### config.mk
export PLATFORM = sky130hd
export DESIGN_NAME = dyn_scan_n_flat
export DESIGN_NICKNAME = d
export VERILOG_FILES = /design/src/rtl/dyn_scan_n_pkg.sv /design/src/rtl/dyn_scan_n_if.sv /design/src/rtl/dyn_scan_n_prescaler.sv /design/src/rtl/dyn_scan_n.sv /design/src/flat_wrapper.sv
export SDC_FILE = /design/constraint.sdc
export NUM_CORES = 1
export LEC_CHECK = 0
export ABC_CLOCK_PERIOD_IN_PS = 4800
export BUFFER_PORTS_ARGS = -buffer_cell sky130_fd_sc_hd__buf_2
export CAP_MARGIN = 20
export CORE_MARGIN = 3
export CORE_UTILIZATION = 60
export CTS_CLUSTER_SIZE = 12
export DETAILED_ROUTE_END_ITERATION = 16
export PLACE_DENSITY = 0.81
export SYNTH_ARGS = -nofsm -noshare
export SYNTH_HDL_FRONTEND = slang
export SYNTH_SLANG_ARGS = --single-unit
### constraint.sdc
create_clock -name clk -period 4.8 [get_ports clk]
set_input_delay 0 -clock clk [delete_from_list [all_inputs] [get_ports clk]]
set_output_delay 0 -clock clk [all_outputs]
set_load 0.005 [all_outputs]
### src/rtl/dyn_scan_n_pkg.sv
// Shared helpers for the dyn_scan_n display scanner: one-hot select,
// slot step size and parameter legality.
package dyn_scan_pkg;

  localparam int unsigned MAX_DIGITS = 64;

  function automatic logic [MAX_DIGITS-1:0] onehot(input int unsigned idx,
                                                   input int unsigned digits);
    logic [MAX_DIGITS-1:0] v;
    v = '0;
    if (idx < digits && idx < MAX_DIGITS) v[idx] = 1'b1;
    return v;
  endfunction

  // Clock cycles per brightness phase.
  function automatic int unsigned calc_step(input int unsigned prescale,
                                            input int unsigned bright_w);
    return prescale >> bright_w;
  endfunction

  function automatic int unsigned cnt_w(input int unsigned range);
    return (range > 1) ? $clog2(range) : 1;
  endfunction

  function automatic bit params_ok(input int unsigned digits,
                                   input int unsigned prescale,
                                   input int unsigned bright_w);
    return (digits >= 2) && (digits <= MAX_DIGITS) &&
           (prescale >= (32'd1 << bright_w)) &&
           ((prescale % (32'd1 << bright_w)) == 0);
  endfunction

endpackage

### src/rtl/dyn_scan_n_if.sv
// Digit data / brightness in, digit select and value out, for dyn_scan_n.
interface dyn_scan_n_if #(
  parameter int DIGITS   = 6,
  parameter int DW       = 6,
  parameter int BRIGHT_W = 3
) ();
  logic                   en;
  logic [DIGITS*DW-1:0]   din;
  logic [BRIGHT_W-1:0]    bright;
  logic [DW-1:0]          Dout;
  logic [DIGITS-1:0]      Eout;
  logic                   frame;

  modport master (output en, din, bright, input Dout, Eout, frame);
  modport slave  (input en, din, bright, output Dout, Eout, frame);
endinterface

### src/rtl/dyn_scan_n_prescaler.sv
// Step and PWM phase counters for one digit slot; slot_tick marks the
// last cycle of a slot.
module scan_prescaler
  import dyn_scan_pkg::*;
#(
  parameter int PRESCALE = 1000,
  parameter int BRIGHT_W = 3
) (
  input  logic                clk,
  input  logic                rst,
  input  logic                en,
  output logic [BRIGHT_W-1:0] phase,
  output logic                slot_tick
);

  localparam int unsigned STEP = calc_step(PRESCALE, BRIGHT_W);
  localparam int          SW   = cnt_w(STEP);
  localparam logic [SW-1:0]       STEP_LAST  = SW'(STEP - 1);
  localparam logic [BRIGHT_W-1:0] PHASE_LAST = '1;

  logic [SW-1:0]       step_q, step_d;
  logic [BRIGHT_W-1:0] phase_q, phase_d;
  logic                step_end;

  assign step_end = (step_q == STEP_LAST);

  always_comb begin
    step_d  = step_q;
    phase_d = phase_q;
    if (en) begin
      if (step_end) begin
        step_d  = '0;
        phase_d = phase_q + 1'b1;
      end else begin
        step_d  = step_q + 1'b1;
      end
    end
  end

  always_ff @(posedge clk or negedge rst) begin
    if (!rst) begin
      step_q  <= '0;
      phase_q <= '0;
    end else begin
      step_q  <= step_d;
      phase_q <= phase_d;
    end
  end

  assign phase     = phase_q;
  assign slot_tick = en & step_end & (phase_q == PHASE_LAST);

endmodule

### src/rtl/dyn_scan_n.sv
// N-digit multiplexed display scanner with PWM brightness and frame snapshot.
// Define DYN_SCAN_LZB_EN to enable leading-zero blanking.
module dyn_scan_n
  import dyn_scan_pkg::*;
#(
  parameter int DIGITS   = 6,
  parameter int DW       = 6,
  parameter int PRESCALE = 1000,
  parameter int BRIGHT_W = 3
) (
  input  logic          clk,
  input  logic          rst,
  dyn_scan_n_if.slave   bus
);

  if (!params_ok(DIGITS, PRESCALE, BRIGHT_W)) begin : g_param_check
    $error("dyn_scan_n: DIGITS must be >= 2 and PRESCALE a multiple of 2**BRIGHT_W");
  end

  localparam int IW = cnt_w(DIGITS);
  localparam logic [IW-1:0] IDX_LAST = IW'(DIGITS - 1);

  logic [IW-1:0]         idx_q, idx_d;
  logic [DIGITS*DW-1:0]  shadow_q, shadow_d;
  logic                  primed_q, primed_d;
  logic [DW-1:0]         dout_q, dout_d;
  logic [DIGITS-1:0]     eout_q, eout_d;
  logic                  frame_q, frame_d;

  logic                  run, wrap, lit, slot_tick;
  logic [BRIGHT_W-1:0]   phase;
  logic [DIGITS-1:0]     blank_vec;

  // The priming cycle only captures din; counters start on the next cycle so
  // that slot 0 gets its full length from already-valid data.
  assign run = bus.en & primed_q;

  scan_prescaler #(
    .PRESCALE (PRESCALE),
    .BRIGHT_W (BRIGHT_W)
  ) u_prescaler (
    .clk       (clk),
    .rst       (rst),
    .en        (run),
    .phase     (phase),
    .slot_tick (slot_tick)
  );

`ifdef DYN_SCAN_LZB_EN
  always_comb begin
    logic nz_above;
    nz_above  = 1'b0;
    blank_vec = '0;
    for (int i = DIGITS - 1; i >= 1; i--) begin
      nz_above     = nz_above | (|shadow_q[i*DW +: DW]);
      blank_vec[i] = ~nz_above;
    end
  end
`else
  assign blank_vec = '0;
`endif

  always_comb begin
    wrap     = slot_tick & (idx_q == IDX_LAST);
    idx_d    = idx_q;
    if (slot_tick) idx_d = wrap ? '0 : idx_q + 1'b1;
    primed_d = primed_q | bus.en;
    shadow_d = (wrap | (bus.en & ~primed_q)) ? bus.din : shadow_q;
    lit      = run & (phase <= bus.bright) & ~blank_vec[idx_q];
    eout_d   = lit ? DIGITS'(onehot(32'(idx_q), DIGITS)) : '0;
    dout_d   = lit ? shadow_q[idx_q*DW +: DW] : '0;
    frame_d  = wrap;
  end

  always_ff @(posedge clk or negedge rst) begin
    if (!rst) begin
      idx_q    <= '0;
      shadow_q <= '0;
      primed_q <= 1'b0;
      dout_q   <= '0;
      eout_q   <= '0;
      frame_q  <= 1'b0;
    end else begin
      idx_q    <= idx_d;
      shadow_q <= shadow_d;
      primed_q <= primed_d;
      dout_q   <= dout_d;
      eout_q   <= eout_d;
      frame_q  <= frame_d;
    end
  end

  assign bus.Dout  = dout_q;
  assign bus.Eout  = eout_q;
  assign bus.frame = frame_q;

endmodule

### src/flat_wrapper.sv
// flat-port wrapper written by rule: the top's interface ports become plain ports
module dyn_scan_n_flat import dyn_scan_pkg::*;
#(
  parameter int DIGITS   = 6,
  parameter int DW       = 6,
  parameter int PRESCALE = 1000,
  parameter int BRIGHT_W = 3
)
  (clk, rst, bus_en, bus_din, bus_bright, bus_Dout, bus_Eout, bus_frame);
  dyn_scan_n_if #(.DIGITS(DIGITS), .DW(DW), .BRIGHT_W(BRIGHT_W)) bus_i ();
  input  logic clk;
  input  logic rst;
  input wire logic [$bits(bus_i.en)-1:0] bus_en;
  input wire logic [$bits(bus_i.din)-1:0] bus_din;
  input wire logic [$bits(bus_i.bright)-1:0] bus_bright;
  output wire logic [$bits(bus_i.Dout)-1:0] bus_Dout;
  output wire logic [$bits(bus_i.Eout)-1:0] bus_Eout;
  output wire logic [$bits(bus_i.frame)-1:0] bus_frame;
  assign bus_i.en = bus_en;
  assign bus_i.din = bus_din;
  assign bus_i.bright = bus_bright;
  assign bus_Dout = bus_i.Dout;
  assign bus_Eout = bus_i.Eout;
  assign bus_frame = bus_i.frame;
  dyn_scan_n #(.DIGITS(DIGITS), .DW(DW), .PRESCALE(PRESCALE), .BRIGHT_W(BRIGHT_W)) u_core (.clk(clk), .rst(rst), .bus(bus_i));
endmodule
# Yosys cells after proc, flatten, opt, wreduce, memory -nomap -nowiden
# Memory sizes are Yosys's and may differ from the RTL's.
# Index checks and enable logic that the tools add are counted.
[totals] reg_bits=63 rom_bits=8 output_inout_bits=13 memories=1
[memory_table] memory="(no name shown)" depth=8 width=1 rd=1 rd_clocked_by_memory_dff=0 write_ports=0 line="dyn_scan_n.sv:69" text="lit = run & (phase <= bus.bright) & ~blank_vec[idx_q];"
[op_classes] addsub=3 n_mul=1 n_lt_le_gt_ge=5 n_eq_ne=3 shift=1 n_mux=8 n_bitwise=11 reduce_logical=2
[op_table] op="indexed part select 36 x 7 -> 6 bit" count=1
[op_table] op="2-to-1 mux 6 bit" count=3
[op_table] op="adder 7 x 1 -> 7 bit (second input constant)" count=1
[op_table] op="AND 1 bit" count=7
[op_table] op="equality test 7 bit (second input constant)" count=1
[op_table] op="< comparator 3 x 7 -> 1 bit (second input constant)" count=1
[op_table] op="2-to-1 mux 7 bit" count=1
[op_table] op="adder 3 x 1 -> 3 bit (second input constant)" count=2
[op_table] op="equality test 3 bit (second input constant)" count=2
[op_table] op="multiplier 3 x 2 -> 5 bit (second input constant)" count=1
[op_table] op="< comparator 3 x 4 -> 1 bit (second input constant)" count=1
[op_table] op="demux 1 bit (select 3 bit)" count=1
[op_table] op="greater-or-equal comparator 3 x 1 -> 1 bit (second input constant)" count=1
[op_table] op="<= comparator 3 bit" count=1
[op_table] op="< comparator 3 bit (second input constant)" count=1
[op_table] op="2-to-1 mux 3 bit" count=1
[op_table] op="2-to-1 mux 1 bit" count=2
[op_table] op="inverter 1 bit" count=2
[op_table] op="OR 1 bit" count=2
[op_table] op="AND reduction 2 bit" count=1
[op_table] op="logical AND 1 bit" count=1

# Depth between registers and ports, before layout
[logic_depth] depth_word=6 depth_mapped=8

# By module
# Synthesis repeated with hierarchy kept, for this count alone.
[hier_totals] cells_unflattened=223 area_unflattened_um2=2994.1
[modules_own_cells] module="dyn_scan_n" instances=1 cells_per_inst=174 area_per_inst_um2=2459.9 seq_area_each_um2=1326.3
[modules_own_cells] module="scan_prescaler" instances=1 cells_per_inst=49 area_per_inst_um2=534.3 seq_area_each_um2=250.2

# Worst setup path after synthesis
# Ideal clock, no wire load.
[synth_path] path_type="reg2reg" start="register u_core.idx_q[1]" end="register u_core.shadow_q[10]" setup_time_ps=125 arrival_ps=1955 t_required_ps=4675 slack_ps=2720 path_stages_with_launch=9 n_path_buf=3 period_less_slack_ps=2080 cell_sequence="dfrtp_1 buf_1 inv_1 ha_1 and2_1 a41o_1 buf_6 buf_12 mux2_4"
[synth_between] elab_chain_cells=3
[synth_lines] item="from (decl)" line="dyn_scan_n.sv:23" text="logic [IW-1:0] idx_q, idx_d;"
[synth_lines] item="from (signal assigned)" line="dyn_scan_n.sv:84" text="idx_q <= idx_d;"
[synth_lines] item="equality test 3 bit" line="dyn_scan_n.sv:64" text="wrap = slot_tick & (idx_q == IDX_LAST);"
[synth_lines] item="AND 1 bit" line="dyn_scan_n.sv:64"
[synth_lines] item="OR 1 bit" line="dyn_scan_n.sv:68" text="shadow_d = (wrap | (bus.en & ~primed_q)) ? bus.din : shadow_q;"
[synth_lines] item="to (signal assigned)" line="dyn_scan_n.sv:85" text="shadow_q <= shadow_d;"
[synth_lines] item="to (decl)" line="dyn_scan_n.sv:24" text="logic [DIGITS*DW-1:0] shadow_q, shadow_d;"
# No other way between the ends.
# A chain may end at the register's enable or synchronous reset.

# Worst setup path after layout
[layout_path] start="register u_core.idx_q[0]" end="register u_core.shadow_q[1]"
# The elaborated chain is that of the path after synthesis.

==> results.sh <==
export IMPL_status="finished, final reports clean"
export IMPL_dp_hpwl_um=3814
export IMPL_cts_root_buffer="clkbuf_8"
export IMPL_relSlewSlack=0.2877
export IMPL_tns_ns=0
export IMPL_place_area_um2=3299
export IMPL_gp_congestion=0.8016
export IMPL_worstPathArrival_ns=3.11
export IMPL_post_route_util=0.8065
export IMPL_grt_pass1_wl_um=11360
export IMPL_post_place_cells=325
export IMPL_synthToLayoutAreaGrowth_pct=27.99
export IMPL_finalHoldViolCount=0
export IMPL_ff2ff_path_depth=4
export IMPL_fin_crit_sh=0.5994
export IMPL_synth_edff_count=0
export IMPL_ctsHoldBuffers=38
export IMPL_post_cts_buffers=0
export IMPL_initial_core_util=0.6301
export IMPL_core_area_um2=4817
export IMPL_report_final_slew_viol_count=0
export IMPL_hold_path_class="in -> async"
export IMPL_post_place_ws_ns=1.917
export IMPL_row_count=25
export IMPL_pin_count=55
export IMPL_fin_nets=358
export IMPL_worstPathMaxFanout=36
export IMPL_path_delay_family="flip-flops"
export IMPL_ant_nets=0
export IMPL_yosysMostFrequentCell="dfrtp_1"
export IMPL_cts_buffer_depth=2
export IMPL_ys_warn_count=0
export IMPL_avgViaCountPerCell=5.467
export IMPL_synthTopCellsByCount="63 x dfrtp_1, 30 x mux2_4, 17 x mux2_2"
export IMPL_postLayoutCellArea_um2=3885
export IMPL_yosys_register_bits=63
export IMPL_ys_types=37
export IMPL_fp_dieH_um=77.13
export IMPL_cts_tree="built"
export IMPL_yosysTopAreaCellShare=0.5194
export IMPL_rsz0062_at_grt="false"
export IMPL_antenna_found_initial=0
export IMPL_grt_pass1_vias=2277
export IMPL_cp_required_ns=5.03
export IMPL_dieArea_um2=5948
export IMPL_clock_latency_ns=0.34
export IMPL_grt_max_degree=64
export IMPL_p_leak_nw=1.829
export IMPL_cap_viol_max_count=0
export IMPL_slowest_delay_ns=0.91
export IMPL_antenna_cells=0
export IMPL_drt_iter0_markers=109
export IMPL_path_clk_slew_ns=0.07
export IMPL_synth_async_reset_ratio=1.000
export IMPL_cp_start_kind="flop"
export IMPL_drcViolationCount=0
export IMPL_crit_slowest_cell="dfrtp_1"
export IMPL_syn_avg_cell_area_um2=14.25
export IMPL_worstSetupPathType="reg -> reg"
export IMPL_fp_dieW_um=77.13
export IMPL_vias=2072
export IMPL_yosys_area_top_type="dfrtp_1"
export IMPL_cts_num_sinks=63
export IMPL_path_buf_inv=0
export IMPL_cts_resized=0
export IMPL_numCtsBuffers=9
export IMPL_syn_nets=264
export IMPL_total_power_mw=1.394
export IMPL_fmax_mhz=347.6
export IMPL_grt_overflow_total=0
export IMPL_ys_top_cells_by_area="dfrtp_1 52%, mux2_4 15%, mux2_2 6.3%, mux4_2 4.5%, ha_1 3.7%"
export IMPL_cp_num_cells=4
export IMPL_port_buffers=54
export IMPL_drt_pass1_iter_count=4
export IMPL_synthFlopType="dfrtp_1"
export IMPL_wirelength_um=6878
export IMPL_wl_per_cell_um=18.15
export IMPL_powerDensity_nw_per_um2=358.8
export IMPL_drive_gt1_frac=0.4006
export IMPL_cp_cell_sequence="ha_1 > and2_1 > a41o_2 > mux2_2"
export IMPL_ir_drop_v=0.0002490
export IMPL_fin_ws_ns=1.923
export IMPL_finalClockSkew_ns=0.01224
export IMPL_htreeDepth=3
export IMPL_track_usage=0.2565
export IMPL_netlist_instances=213
export IMPL_yosysSeqAreaShare=0.5194
export IMPL_setup_violations=0
export IMPL_tightestPinTransition_ns=1.064
export IMPL_synth_area_um2=3035
export IMPL_endpoint_kind="flop"
export IMPL_period_needed_ns=2.877
export IMPL_holdWs_ns=0.3501
export IMPL_stdcell_count=379
cell usage in the layout (no fill, tap or decap), drive strengths merged, types with 3 or more instances in the layout:
cell	synthesis	routed
nand4	3	3
dlygate4sd3	0	38
a211oi	10	10
nor2	6	6
nand3	3	3
a22oi	7	7
nand2	7	7
inv	9	9
clkbuf	3	12
buf	7	55
o21ai	6	6
clkinv	1	3
mux4	6	6
ha	9	9
mux2	47	47
dfrtp	63	63
path summary, 6_finish.rpt:
check | startpoint | end | slack, ns
worst max register to register | u_core.idx_q[0] | u_core.shadow_q[1] | 1.92
min in group clk | bus_din[20] | u_core.shadow_q[20] | 0.43
max in group asynchronous | rst | u_core.u_prescaler.phase[0] | 3.95
worst max-delay path | u_core.idx_q[0] | u_core.shadow_q[1] | 1.92
worst min-delay path | rst | u_core.bus.Dout[1] | 0.35
worst min register to register | u_core.shadow_q[2] | u_core.shadow_q[2] | 0.51
state kept, by name (all words and copies together), names as in the netlist:
name,count
u_core.shadow_q,36
u_core.u_prescaler.step_q,7
u_core.bus.Dout,6
u_core.bus.Eout,6
u_core.idx_q,3
u_core.u_prescaler.phase,3
u_core.bus.frame,1
u_core.primed_q,1
area by class of cell:
cell class,instances,area [um^2]
Tap cell,67,83.83
Multi-Input combinational cell,130,1324
Clock buffer,12,135.1
Fill cell,290,932.1
Timing Repair Buffer,93,658.1
Inverter,10,37.54
Clock inverter,4,70.07
Sequential cell,63,1577
routing by layer:
metal,up-vias,GRT usage,share of wire
met1,1012,0.3157,0.42
li1,976,-,-
met4,0,0.1139,0.022
met5,-,0,0
met3,15,0.06221,0.049
met2,69,0.4283,0.51
worst reg2reg max path, delay by kind of cell (launching register included):
| family | cells | cell delay (ns) |
|---|---|---|
| DFF | 1 | 0.91 |
| AOI/OAI and AO/OA | 1 | 0.91 |
| muxes | 1 | 0.47 |
| adders and majority gates | 1 | 0.29 |
| and+or+nand+nor | 1 | 0.19 |
cells by family after synthesis:
group                    after synthesis  share of synthesized area
XOR/XNOR                               2                   0.005772
adder cells (fa/ha/maj)                9                    0.03710
AND/OR/NAND/NOR                       30                    0.05276
buffers and inverters                 20                    0.04493
AO/OA/AOI/OAI                         36                    0.08409
flip-flops                            63                     0.5194
multiplexers                          53                     0.2560
power breakdown:
| part | internal, mW | leakage (nW) | total [mW] | switching (mW) |
|---|---|---|---|---|
| logic | 0.140 | 0.934 | 0.244 | 0.104 |
| registers | 0.600 | 0.790 | 0.662 | 0.0620 |
| clock network | 0.291 | 0.104 | 0.488 | 0.197 |
| total | 1.03 | 1.83 | 1.39 | 0.363 |
No activity file was read; power rests on OpenSTA's default activity.
